`src/rtl/updi_pkg.sv`:
```
// Shared UPDI definitions: instruction opcodes, ASI control/status addresses,
// unlock key constants and sequencer error codes.
package updi_pkg;

  typedef enum logic [1:0] {
    UPDI_LDCS = 2'd0,
    UPDI_STCS = 2'd1,
    UPDI_KEY  = 2'd2
  } updi_instruction;

  typedef enum logic [1:0] {
    ERR_NONE    = 2'd0,
    ERR_ACK     = 2'd1,
    ERR_KEY     = 2'd2,
    ERR_TIMEOUT = 2'd3
  } updi_err_t;

  localparam logic [3:0] CS_ASI_KEY_STATUS = 4'h7;
  localparam logic [3:0] CS_ASI_RESET_REQ  = 4'h8;
  localparam logic [3:0] CS_ASI_SYS_STATUS = 4'hB;

  localparam logic [7:0] RESET_SIGNATURE = 8'h59;

  // The last character lands in the low byte, so element 0 is sent first.
  localparam logic [63:0] KEY_CHIP_ERASE = "NVMErase";
  localparam logic [63:0] KEY_NVM_PROG   = "NVMProg ";

endpackage

```
`src/rtl/updi_cs_access.sv`:
```
// One UPDI control/status access: transmit handshake, optional receive
// handshake and a single-byte read from the receive FIFO.
module updi_cs_access (
  input  logic       clk,
  input  logic       rst,
  input  logic       start,
  input  logic       is_read,
  input  logic       tx_ready,
  input  logic       rx_ready,
  input  logic       ack_error,
  input  logic       rx_fifo_empty,
  input  logic [7:0] rx_fifo_data,
  output logic       tx_start,
  output logic       rx_start,
  output logic       rx_fifo_rd_en,
  output logic       done,
  output logic       ack_fail,
  output logic [7:0] rd_data
);

  typedef enum logic [2:0] {
    A_IDLE, A_TX_REQ, A_TX_WAIT, A_RX_REQ, A_RX_WAIT, A_FIFO_REQ, A_FIFO_RD, A_FIFO_CAP
  } acc_state_t;

  acc_state_t st;
  logic       rd_q;

  // While a start pulse is still high the interface has not yet dropped its
  // ready, so the pulse cycle itself never counts as the completion.
  assign ack_fail = ack_error && (st != A_IDLE);
  assign done     = !ack_fail &&
                    ((st == A_FIFO_CAP) ||
                     (st == A_TX_WAIT && !tx_start && tx_ready && !rd_q));
  assign rd_data  = rx_fifo_data;

  always_ff @(posedge clk) begin
    if (rst) begin
      st            <= A_IDLE;
      rd_q          <= 1'b0;
      tx_start      <= 1'b0;
      rx_start      <= 1'b0;
      rx_fifo_rd_en <= 1'b0;
    end else if (ack_fail) begin
      st            <= A_IDLE;
      tx_start      <= 1'b0;
      rx_start      <= 1'b0;
      rx_fifo_rd_en <= 1'b0;
    end else begin
      tx_start      <= 1'b0;
      rx_start      <= 1'b0;
      rx_fifo_rd_en <= 1'b0;
      case (st)
        A_IDLE: if (start) begin
          rd_q <= is_read;
          st   <= A_TX_REQ;
        end
        A_TX_REQ: if (tx_ready) begin
          tx_start <= 1'b1;
          st       <= A_TX_WAIT;
        end
        A_TX_WAIT: if (!tx_start && tx_ready) st <= rd_q ? A_RX_REQ : A_IDLE;
        A_RX_REQ: if (rx_ready) begin
          rx_start <= 1'b1;
          st       <= A_RX_WAIT;
        end
        A_RX_WAIT: if (!rx_start && rx_ready) st <= A_FIFO_REQ;
        A_FIFO_REQ: if (!rx_fifo_empty) begin
          rx_fifo_rd_en <= 1'b1;
          st            <= A_FIFO_RD;
        end
        A_FIFO_RD:  st <= A_FIFO_CAP;
        A_FIFO_CAP: st <= A_IDLE;
        default:    st <= A_IDLE;
      endcase
    end
  end

endmodule

```
`src/rtl/updi_unlock_sequencer.sv`:
```
// Drives the UPDI key / reset / status-poll sequence that unlocks a device
// for chip erase or NVM programming.
//
// state       | meaning
// S_IDLE      | waiting for start
// S_SEND_KEY  | KEY instruction with the selected 64-bit key
// S_CHECK_KEY | LDCS ASI_KEY_STATUS, verify key accepted
// S_RESET_SET | STCS ASI_RESET_REQ = 0x59
// S_RESET_CLR | STCS ASI_RESET_REQ = 0x00
// S_POLL      | LDCS ASI_SYS_STATUS, test exit condition
// S_POLL_GAP  | idle gap between polls
// S_DONE      | one-cycle done pulse
// S_ERROR     | one-cycle failure state, error/error_code latched
module updi_unlock_sequencer
  import updi_pkg::*;
#(
  parameter int MAX_INSTRUCTION_DATA_SIZE = 64,
  parameter int DATA_ADDR_BITS            = $clog2(MAX_INSTRUCTION_DATA_SIZE),
  parameter int MAX_POLLS                 = 255,
  parameter int POLL_GAP_CLK              = 1000
) (
  input  logic                                 clk,
  input  logic                                 rst,
  input  logic                                 start,
  input  logic                                 key_sel,
  output logic                                 busy,
  output logic                                 done,
  output logic                                 error,
  output logic [1:0]                           error_code,
  output logic [7:0]                           status_byte,
  output updi_instruction                      instruction,
  output logic [3:0]                           cs_addr,
  output logic [1:0]                           size_c,
  output logic [7:0][7:0]                      data,
  output logic [DATA_ADDR_BITS-1:0]            data_len,
  output logic [MAX_INSTRUCTION_DATA_SIZE-1:0] wait_ack_after,
  output logic                                 tx_start,
  input  logic                                 tx_ready,
  output logic                                 rx_start,
  input  logic                                 rx_ready,
  output logic [DATA_ADDR_BITS-1:0]            rx_n_bytes,
  input  logic                                 ack_error,
  input  logic [7:0]                           out_rx_fifo_data,
  output logic                                 out_rx_fifo_rd_en,
  input  logic                                 out_rx_fifo_empty
);

  localparam int POLL_W = (MAX_POLLS > 1) ? $clog2(MAX_POLLS) : 1;
  localparam int GAP_W  = (POLL_GAP_CLK > 1) ? $clog2(POLL_GAP_CLK) : 1;

  typedef enum logic [3:0] {
    S_IDLE, S_SEND_KEY, S_CHECK_KEY, S_RESET_SET, S_RESET_CLR,
    S_POLL, S_POLL_GAP, S_DONE, S_ERROR
  } state_t;

  state_t            state;
  logic              key_sel_q;
  logic              acc_start, acc_done, acc_fail, acc_is_read;
  logic [7:0]        acc_rd_data;
  logic [POLL_W-1:0] poll_cnt;
  logic [GAP_W-1:0]  gap_cnt;
  logic              key_ok, poll_exit;

  assign size_c         = 2'b00;
  assign wait_ack_after = '0;
  assign rx_n_bytes     = DATA_ADDR_BITS'(1);

  assign acc_is_read = (state == S_CHECK_KEY) || (state == S_POLL);
  assign key_ok      = key_sel_q ? acc_rd_data[4] : acc_rd_data[3];
  assign poll_exit   = key_sel_q ? acc_rd_data[3] : ~acc_rd_data[0];

  updi_cs_access u_access (
    .clk           (clk),
    .rst           (rst),
    .start         (acc_start),
    .is_read       (acc_is_read),
    .tx_ready      (tx_ready),
    .rx_ready      (rx_ready),
    .ack_error     (ack_error),
    .rx_fifo_empty (out_rx_fifo_empty),
    .rx_fifo_data  (out_rx_fifo_data),
    .tx_start      (tx_start),
    .rx_start      (rx_start),
    .rx_fifo_rd_en (out_rx_fifo_rd_en),
    .done          (acc_done),
    .ack_fail      (acc_fail),
    .rd_data       (acc_rd_data)
  );

  always_ff @(posedge clk) begin
    if (rst) begin
      state       <= S_IDLE;
      busy        <= 1'b0;
      done        <= 1'b0;
      error       <= 1'b0;
      error_code  <= ERR_NONE;
      status_byte <= 8'h00;
      key_sel_q   <= 1'b0;
      acc_start   <= 1'b0;
      poll_cnt    <= '0;
      gap_cnt     <= '0;
      instruction <= UPDI_LDCS;
      cs_addr     <= 4'h0;
      data        <= '0;
      data_len    <= '0;
    end else begin
      acc_start <= 1'b0;
      done      <= 1'b0;
      if (acc_fail) begin
        state      <= S_ERROR;
        error      <= 1'b1;
        error_code <= ERR_ACK;
      end else begin
        case (state)
          S_IDLE: if (start) begin
            key_sel_q  <= key_sel;
            error      <= 1'b0;
            error_code <= ERR_NONE;
            busy       <= 1'b1;
            poll_cnt   <= '0;
            acc_start  <= 1'b1;
            state      <= S_SEND_KEY;
          end
          S_SEND_KEY: if (acc_done) begin
            acc_start <= 1'b1;
            state     <= S_CHECK_KEY;
          end
          S_CHECK_KEY: if (acc_done) begin
            status_byte <= acc_rd_data;
            if (key_ok) begin
              acc_start <= 1'b1;
              state     <= S_RESET_SET;
            end else begin
              state      <= S_ERROR;
              error      <= 1'b1;
              error_code <= ERR_KEY;
            end
          end
          S_RESET_SET: if (acc_done) begin
            acc_start <= 1'b1;
            state     <= S_RESET_CLR;
          end
          S_RESET_CLR: if (acc_done) begin
            acc_start <= 1'b1;
            state     <= S_POLL;
          end
          S_POLL: if (acc_done) begin
            status_byte <= acc_rd_data;
            if (poll_exit) begin
              done  <= 1'b1;
              state <= S_DONE;
            end else if (poll_cnt == POLL_W'(MAX_POLLS - 1)) begin
              state      <= S_ERROR;
              error      <= 1'b1;
              error_code <= ERR_TIMEOUT;
            end else begin
              poll_cnt <= poll_cnt + POLL_W'(1);
              gap_cnt  <= GAP_W'(POLL_GAP_CLK - 1);
              state    <= S_POLL_GAP;
            end
          end
          S_POLL_GAP: if (gap_cnt == '0) begin
            acc_start <= 1'b1;
            state     <= S_POLL;
          end else begin
            gap_cnt <= gap_cnt - GAP_W'(1);
          end
          S_DONE, S_ERROR: begin
            busy  <= 1'b0;
            state <= S_IDLE;
          end
          default: state <= S_IDLE;
        endcase
      end

      // Fields follow the registered state, so they settle one cycle before
      // the access can raise tx_start and hold until the state moves on.
      case (state)
        S_SEND_KEY: begin
          instruction <= UPDI_KEY;
          cs_addr     <= 4'h0;
          data        <= key_sel_q ? KEY_NVM_PROG : KEY_CHIP_ERASE;
          data_len    <= DATA_ADDR_BITS'(8);
        end
        S_CHECK_KEY: begin
          instruction <= UPDI_LDCS;
          cs_addr     <= CS_ASI_KEY_STATUS;
          data        <= '0;
          data_len    <= '0;
        end
        S_RESET_SET: begin
          instruction <= UPDI_STCS;
          cs_addr     <= CS_ASI_RESET_REQ;
          data        <= {56'd0, RESET_SIGNATURE};
          data_len    <= DATA_ADDR_BITS'(1);
        end
        S_RESET_CLR: begin
          instruction <= UPDI_STCS;
          cs_addr     <= CS_ASI_RESET_REQ;
          data        <= '0;
          data_len    <= DATA_ADDR_BITS'(1);
        end
        S_POLL: begin
          instruction <= UPDI_LDCS;
          cs_addr     <= CS_ASI_SYS_STATUS;
          data        <= '0;
          data_len    <= '0;
        end
        default: ;
      endcase
    end
  end

endmodule
```
`config.mk`:
```
export PLATFORM = sky130hd
export DESIGN_NAME = updi_unlock_sequencer
export DESIGN_NICKNAME = d
export VERILOG_FILES = /design/src/rtl/updi_pkg.sv /design/src/rtl/updi_cs_access.sv /design/src/rtl/updi_unlock_sequencer.sv
export SDC_FILE = /design/constraint.sdc
export NUM_CORES = 1
export LEC_CHECK = 0
export CAP_MARGIN = 10
export CORE_ASPECT_RATIO = 0.7
export CORE_MARGIN = 8
export CORE_UTILIZATION = 38
export CTS_CLUSTER_SIZE = 24
export DETAILED_ROUTE_END_ITERATION = 6
export PLACE_DENSITY = 0.88
export SYNTH_ARGS = -nofsm -noshare
export SYNTH_HDL_FRONTEND = slang
export SYNTH_SLANG_ARGS = --single-unit
```
`constraint.sdc`:
```
create_clock -name clk -period 2.15 [get_ports clk]
set_input_delay 0.3225 -clock clk [delete_from_list [all_inputs] [get_ports clk]]
set_output_delay 0.3225 -clock clk [all_outputs]
set_load 0.1 [all_outputs]
```
==> results of run 1 <==
state kept, by name (all words and copies together), names as in the netlist:
name / count
error: 1
key_sel_q: 1
busy: 1
u_access.st: 3
u_access.rx_start: 1
gap_cnt: 10
data_len: 2
u_access.rd_q: 1
status_byte: 8
error_code: 2
cs_addr: 3
u_access.tx_start: 1
acc_start: 1
done: 1
u_access.rx_fifo_rd_en: 1
state: 4
data: 5
poll_cnt: 8
kinds of logic after synthesis:
group           synth area share
fa+ha+maj                0.00948
buf+inv                    0.295
mux                       0.0256
other cells              0.00190
compound gates             0.178
flops                      0.273
xor+xnor                 0.00663
simple gates               0.211
stage by stage:
step / util / cells / setup slack (ns) / instance area, µm² / total power [mW]
floorplan: - / 593 / 0.0282 / 4340 / 5.68
global placement: 0.455 / 688 / -0.0501 / 4660 / 6.71
detailed placement: 0.455 / 688 / -0.124 / 4660 / 6.77
CTS: 0.476 / 698 / 0.0113 / 4870 / 7.86
global route: 0.478 / 699 / 0.00762 / 4900 / 8.14
finish: 0.478 / 699 / 0.0877 / 4900 / 7.84
area by class of cell:
cell class	instances	area, µm²	area share
multi-input cells	370	2090	0.428
clock inverters	2	60.1	0.0123
flip-flops and latches	54	1090	0.222
repair buffers	124	1310	0.268
clock buffers	6	139	0.0284
inverters	11	41.3	0.00843
well taps	132	165	0.0337
worst min-delay path, delay by kind of cell, from the launching register on:
family	cells	cell delay (ns)
compound gates	1	0.05
flops	1	0.31
simple gates	1	0.05
routing by layer:
| metal | track usage | wire length (µm) | share of wire |
|---|---|---|---|
| met1 | 0.166 | 4250 | 0.43 |
| met2 | 0.213 | 4900 | 0.49 |
| met3 | 0.0403 | 738 | 0.074 |
| met4 | 0.0349 | 87 | 0.0087 |
| met5 | 0 | 0 | 0 |
report_power, final:
part           internal, mW  switching [mW]  total, mW  leakage [nW]
logic                  1.48            3.96       5.44          1.66
clock network         0.699           0.365       1.06        0.0971
registers              1.16           0.180       1.34         0.440
repair_timing:
item	CTS	global route
gates cloned	0	0
setup endpoints to repair	1	21
setup buffers	2	1
resized for setup	0	9
pin swaps	1	1
cells in the final DEF (no fill, tap or decap), types with 4 or more instances in the layout:
cell type        synthesis  routed
nand4_1                  5       5
nand2_1                 23      23
buf_12                   0      27
a21oi_1                 33      33
or2_2                    4       4
clkbuf_16                0       5
a21o_1                   7       7
o21ai_1                  5       5
inv_1                   11      10
or3_1                    7       7
mux2i_1                  9       9
buf_4                  140      81
o21ai_0                 15      15
nor2_1                  30      30
clkdlybuf4s50_1          0      15
a221oi_1                 4       4
nor2b_1                  9       9
nand2b_1                 7       7
dfxtp_1                 54      49
dfxtp_2                  0       5
nand3_1                 19      19
nor3_1                  13      13
conb_1                   2     102
worst paths after layout:
| check | startpoint | to | slack [ns] |
|---|---|---|---|
| worst max-delay path | gap_cnt[0] | state[0] | 0.09 |
| worst min-delay path | status_byte[4] | status_byte[4] | 0.46 |
| worst max register to register | gap_cnt[0] | state[0] | 0.09 |
| worst min register to register | status_byte[4] | status_byte[4] | 0.46 |
==> run metrics, run 1 <==
global-route wire length before repair=15400 µm; # diodes=0; Starting DRT DRC Count=323; FMAX=485 MHz; CTS tree=done; Crit. End Element=flop; vias in the first global route=2996; share of flip-flops with an asynchronous set or reset=0; CP max-delay cell=or4b_1; WL/cell=14.3 µm; die height=101 µm; largest area contributor in the netlist=dfxtp_1; PD cells=1600 mW/mm²; antenna-violating nets left=0; VDD IR max=0.670 mV; Hold Path Depth=2; Worst Skew=0.00506 ns; initial antenna violation count=0; WHS=0.461 ns; unrepaired setup endpoints after global routing=false; mapped cell area=0.00396 mm²; final WL=9980 µm; Final #Nets=585; DRC=0; Die Area=0.0140 mm²; share of cells above drive strength 1=0.254; CP arrival=2.29 ns; DP Wirelength=7990 µm; First-pass DRT Iterations=5; Crit. path cell count=7; Final Critical Period=2.06 ns; clock-pin slew on the worst setup and hold paths=0.07 ns; critical path launch point type=flop; CTS Hold Bufs=0; Final Max Slew Viols=0; grt total ovfl=0; drt via density=4.80; CTS buffer count=5; CP peak stage delay=0.42 ns; status=finished, final reports clean; initial cell density of the core=0.387; max cap viols=0; Avg Cell Area, Syn=8.04 µm²; top-count cell post-synth=buf_4; Fin Setup TNS=0 ns; PortBufs=77; CP delay by family, top=simple AND/OR/NAND/NOR gates; placement row count=31; Cell variety after synth=70; largest net degree at the start of global routing=33; maximum fanout along the worst path=4; Post-synth EDFFs=0; crit path cell chain=inv_2 > ha_2 > or3b_4 > o31ai_4 > buf_6 > or4b_1 > a21oi_1; Final Wtd Congestion=0.922; largest cells by area after synthesis=dfxtp_1 (27%), buf_4 (27%), a21oi_1 (4.2%), nor2_1 (2.8%), nand3_1 (2.4%); Post-synth top flop=dfxtp_1; final setup vio count=0; Syn. warnings=0; WP buf/inv=2; Yosys reg bits=54; Synth top cells by count=buf_4 (140), dfxtp_1 (54), a21oi_1 (33); Via Count=3355; top cell type's share of synthesized area=0.273; P_leak=2.20 nW; Clock Latency Late Sink=0.30 ns; Sink Count=54; Core Footprint=0.0102 mm²; Final period util=0.959; WS Path Type=reg2reg; worst hold path class=reg2reg; Reg2Reg Depth=7; Req. time, crit path=2.38 ns; hold violation count in the final report=0; Fillers=991; sequential area share after synthesis=0.273; Clock Tree Buf Depth=2; cells after synthesis=493; Area growth, synth to finish=23.6%; Global Route Usage Sum=0.131; CTS root buf=clkbuf_16; CTS H-tree depth=2; Die X=138 µm; # IOs=180
No activity file was read; power rests on OpenSTA's default activity.
==> run 2, diff against run 1 <==
==> constraint.sdc (replaced) <==
create_clock -name clk -period 2.15 [get_ports clk]
set_input_delay 0.3225 -clock clk [delete_from_list [all_inputs] [get_ports clk]]
set_output_delay 0.3225 -clock clk [all_outputs]
set_load 0.005 [all_outputs]
==> run 2 against run 1 <==
Fmax grew 0.29%. Worst hold slack gained 0.0040 ns. Non-clock buffer count is 1 lower. Highest routed layer unchanged. Die area stayed put. Critical endpoint is now gap_cnt[1].
==> run metrics, run 2 (same netlist as run 1, synthesis figures left out) <==
Starting DRT DRC Count=253; initial antenna violation count=0; vias in the first global route=3023; # diodes=0; Core Footprint=0.0102 mm²; Placement Cell Area=0.00447 mm²; maximum fanout along the worst path=8; WL/cell=14.2 µm; final WL=9900 µm; PD cells=952 mW/mm²; Fin Setup TNS=0 ns; initial cell density of the core=0.387; Final Critical Period=2.06 ns; Sink Count=54; placement row count=31; Final Max Slew Viols=0; First-pass DRT Iterations=5; Crit. End Element=flop; CTS H-tree depth=2; final worst slack=0.0937 ns; commonest non-fill, non-tap cell in the layout=conb_1; final core occ=0.457; DRC=0; worst hold path class=reg2reg; Die Area=0.0140 mm²; Final #Nets=584; CP peak stage delay=0.48 ns; Clock Latency Late Sink=0.30 ns; CP arrival=2.25 ns; VDD IR max=0.325 mV; Post-Place Worst Slack=-0.0900 ns; Req. time, crit path=2.35 ns; largest net degree at the start of global routing=26; status=finished, final reports clean; Clock Tree Buf Depth=2; CP delay by family, top=compound AO/OA/AOI/OAI gates; hold violation count in the final report=0; Area growth, synth to finish=18.0%; Via Count=3277; final setup vio count=0; final instance area=0.00467 mm²; Worst Skew=0.00751 ns; die height=101 µm; leading cell types in the layout, fill and taps excluded=conb_1 (102), clkdlybuf4s50_1 (77), dfxtp_1 (54), buf_4 (45), a21oi_1 (33); antenna-violating nets left=0; unrepaired setup endpoints after global routing=false; P_leak=1.97 nW; DP Wirelength=7980 µm; Top Registers=gap_cnt (10), poll_cnt (8), status_byte (8); crit path cell chain=and4bb_2 > o221ai_2 > a22oi_2 > buf_4 > nor2_1 > a311oi_1; Largest register FFs=10; Final Wtd Congestion=0.940; CTS buffer count=5; grt total ovfl=0; CTS root buf=clkbuf_16; Die X=138 µm; clock-pin slew on the worst setup and hold paths=0.07 ns; # IOs=180; share of cells above drive strength 1=0.135; PortBufs=77; Fillers=996; Largest Register=gap_cnt; critical path launch point type=flop; CTS tree=done; FMAX=486 MHz; global-route wire length before repair=15700 µm; CP max-delay cell=dfxtp_1; Final period util=0.956; max cap viols=0; Global Route Usage Sum=0.132; WS Path Type=reg2reg; drt via density=4.70; WP buf/inv=1
## run 2: final timing paths
kind             startpoint        endpoint  slack [ns]  cells after the start
min          status_byte[3]  status_byte[3]        0.47                      2
max                state[2]      gap_cnt[1]        0.09                      6
max reg2reg        state[2]      gap_cnt[1]        0.09                      6
min reg2reg  status_byte[3]  status_byte[3]        0.47                      2
## run 2: layout make-up
class / count / area (µm²) / area share
Timing Repair Buffer: 123 / 1120 / 0.240
Multi-Input combinational cell: 370 / 2100 / 0.449
Clock buffer: 6 / 139 / 0.0297
Clock inverter: 1 / 30.0 / 0.00642
Inverter: 11 / 41.3 / 0.00883
Tap cell: 132 / 165 / 0.0353
Sequential cell: 54 / 1080 / 0.231
## run 2: stage by stage
step           hold WS (ns)  instances  power, mW
6_report              0.465        697       4.45
3_5_place_dp          0.453        687       3.51
3_3_place_gp          0.445        687       3.46
4_1_cts               0.464        694       4.44
2_1_floorplan         0.453        593       2.81
5_1_grt               0.488        697       4.76
## run 2: where the power goes
part / switching, mW / internal [mW]
clock network: 0.356 / 0.575
logic: 1.04 / 1.15
registers: 0.163 / 1.16
total: 1.56 / 2.89
## run 2: routing by layer
layer	vias up	routed length, µm	GRT usage
met4	0	84	0.0316
met1	1497	4260	0.167
met2	136	4710	0.213
met5	-	0	0
met3	14	839	0.0478
li1	1630	-	-
## run 2: tightest hold or removal path, stage by stage, from the launching register on
cell	delay, ns
dfxtp_1	0.31
nand2_1	0.05
a21oi_1	0.06
## run 2: what timing repair did
| item | CTS | global route |
|---|---|---|
| setup buffers | 0 | 3 |
| resized for setup | 0 | 5 |
| hold buffers | 0 | 0 |
| endpoints found under the setup margin | 0 | 11 |
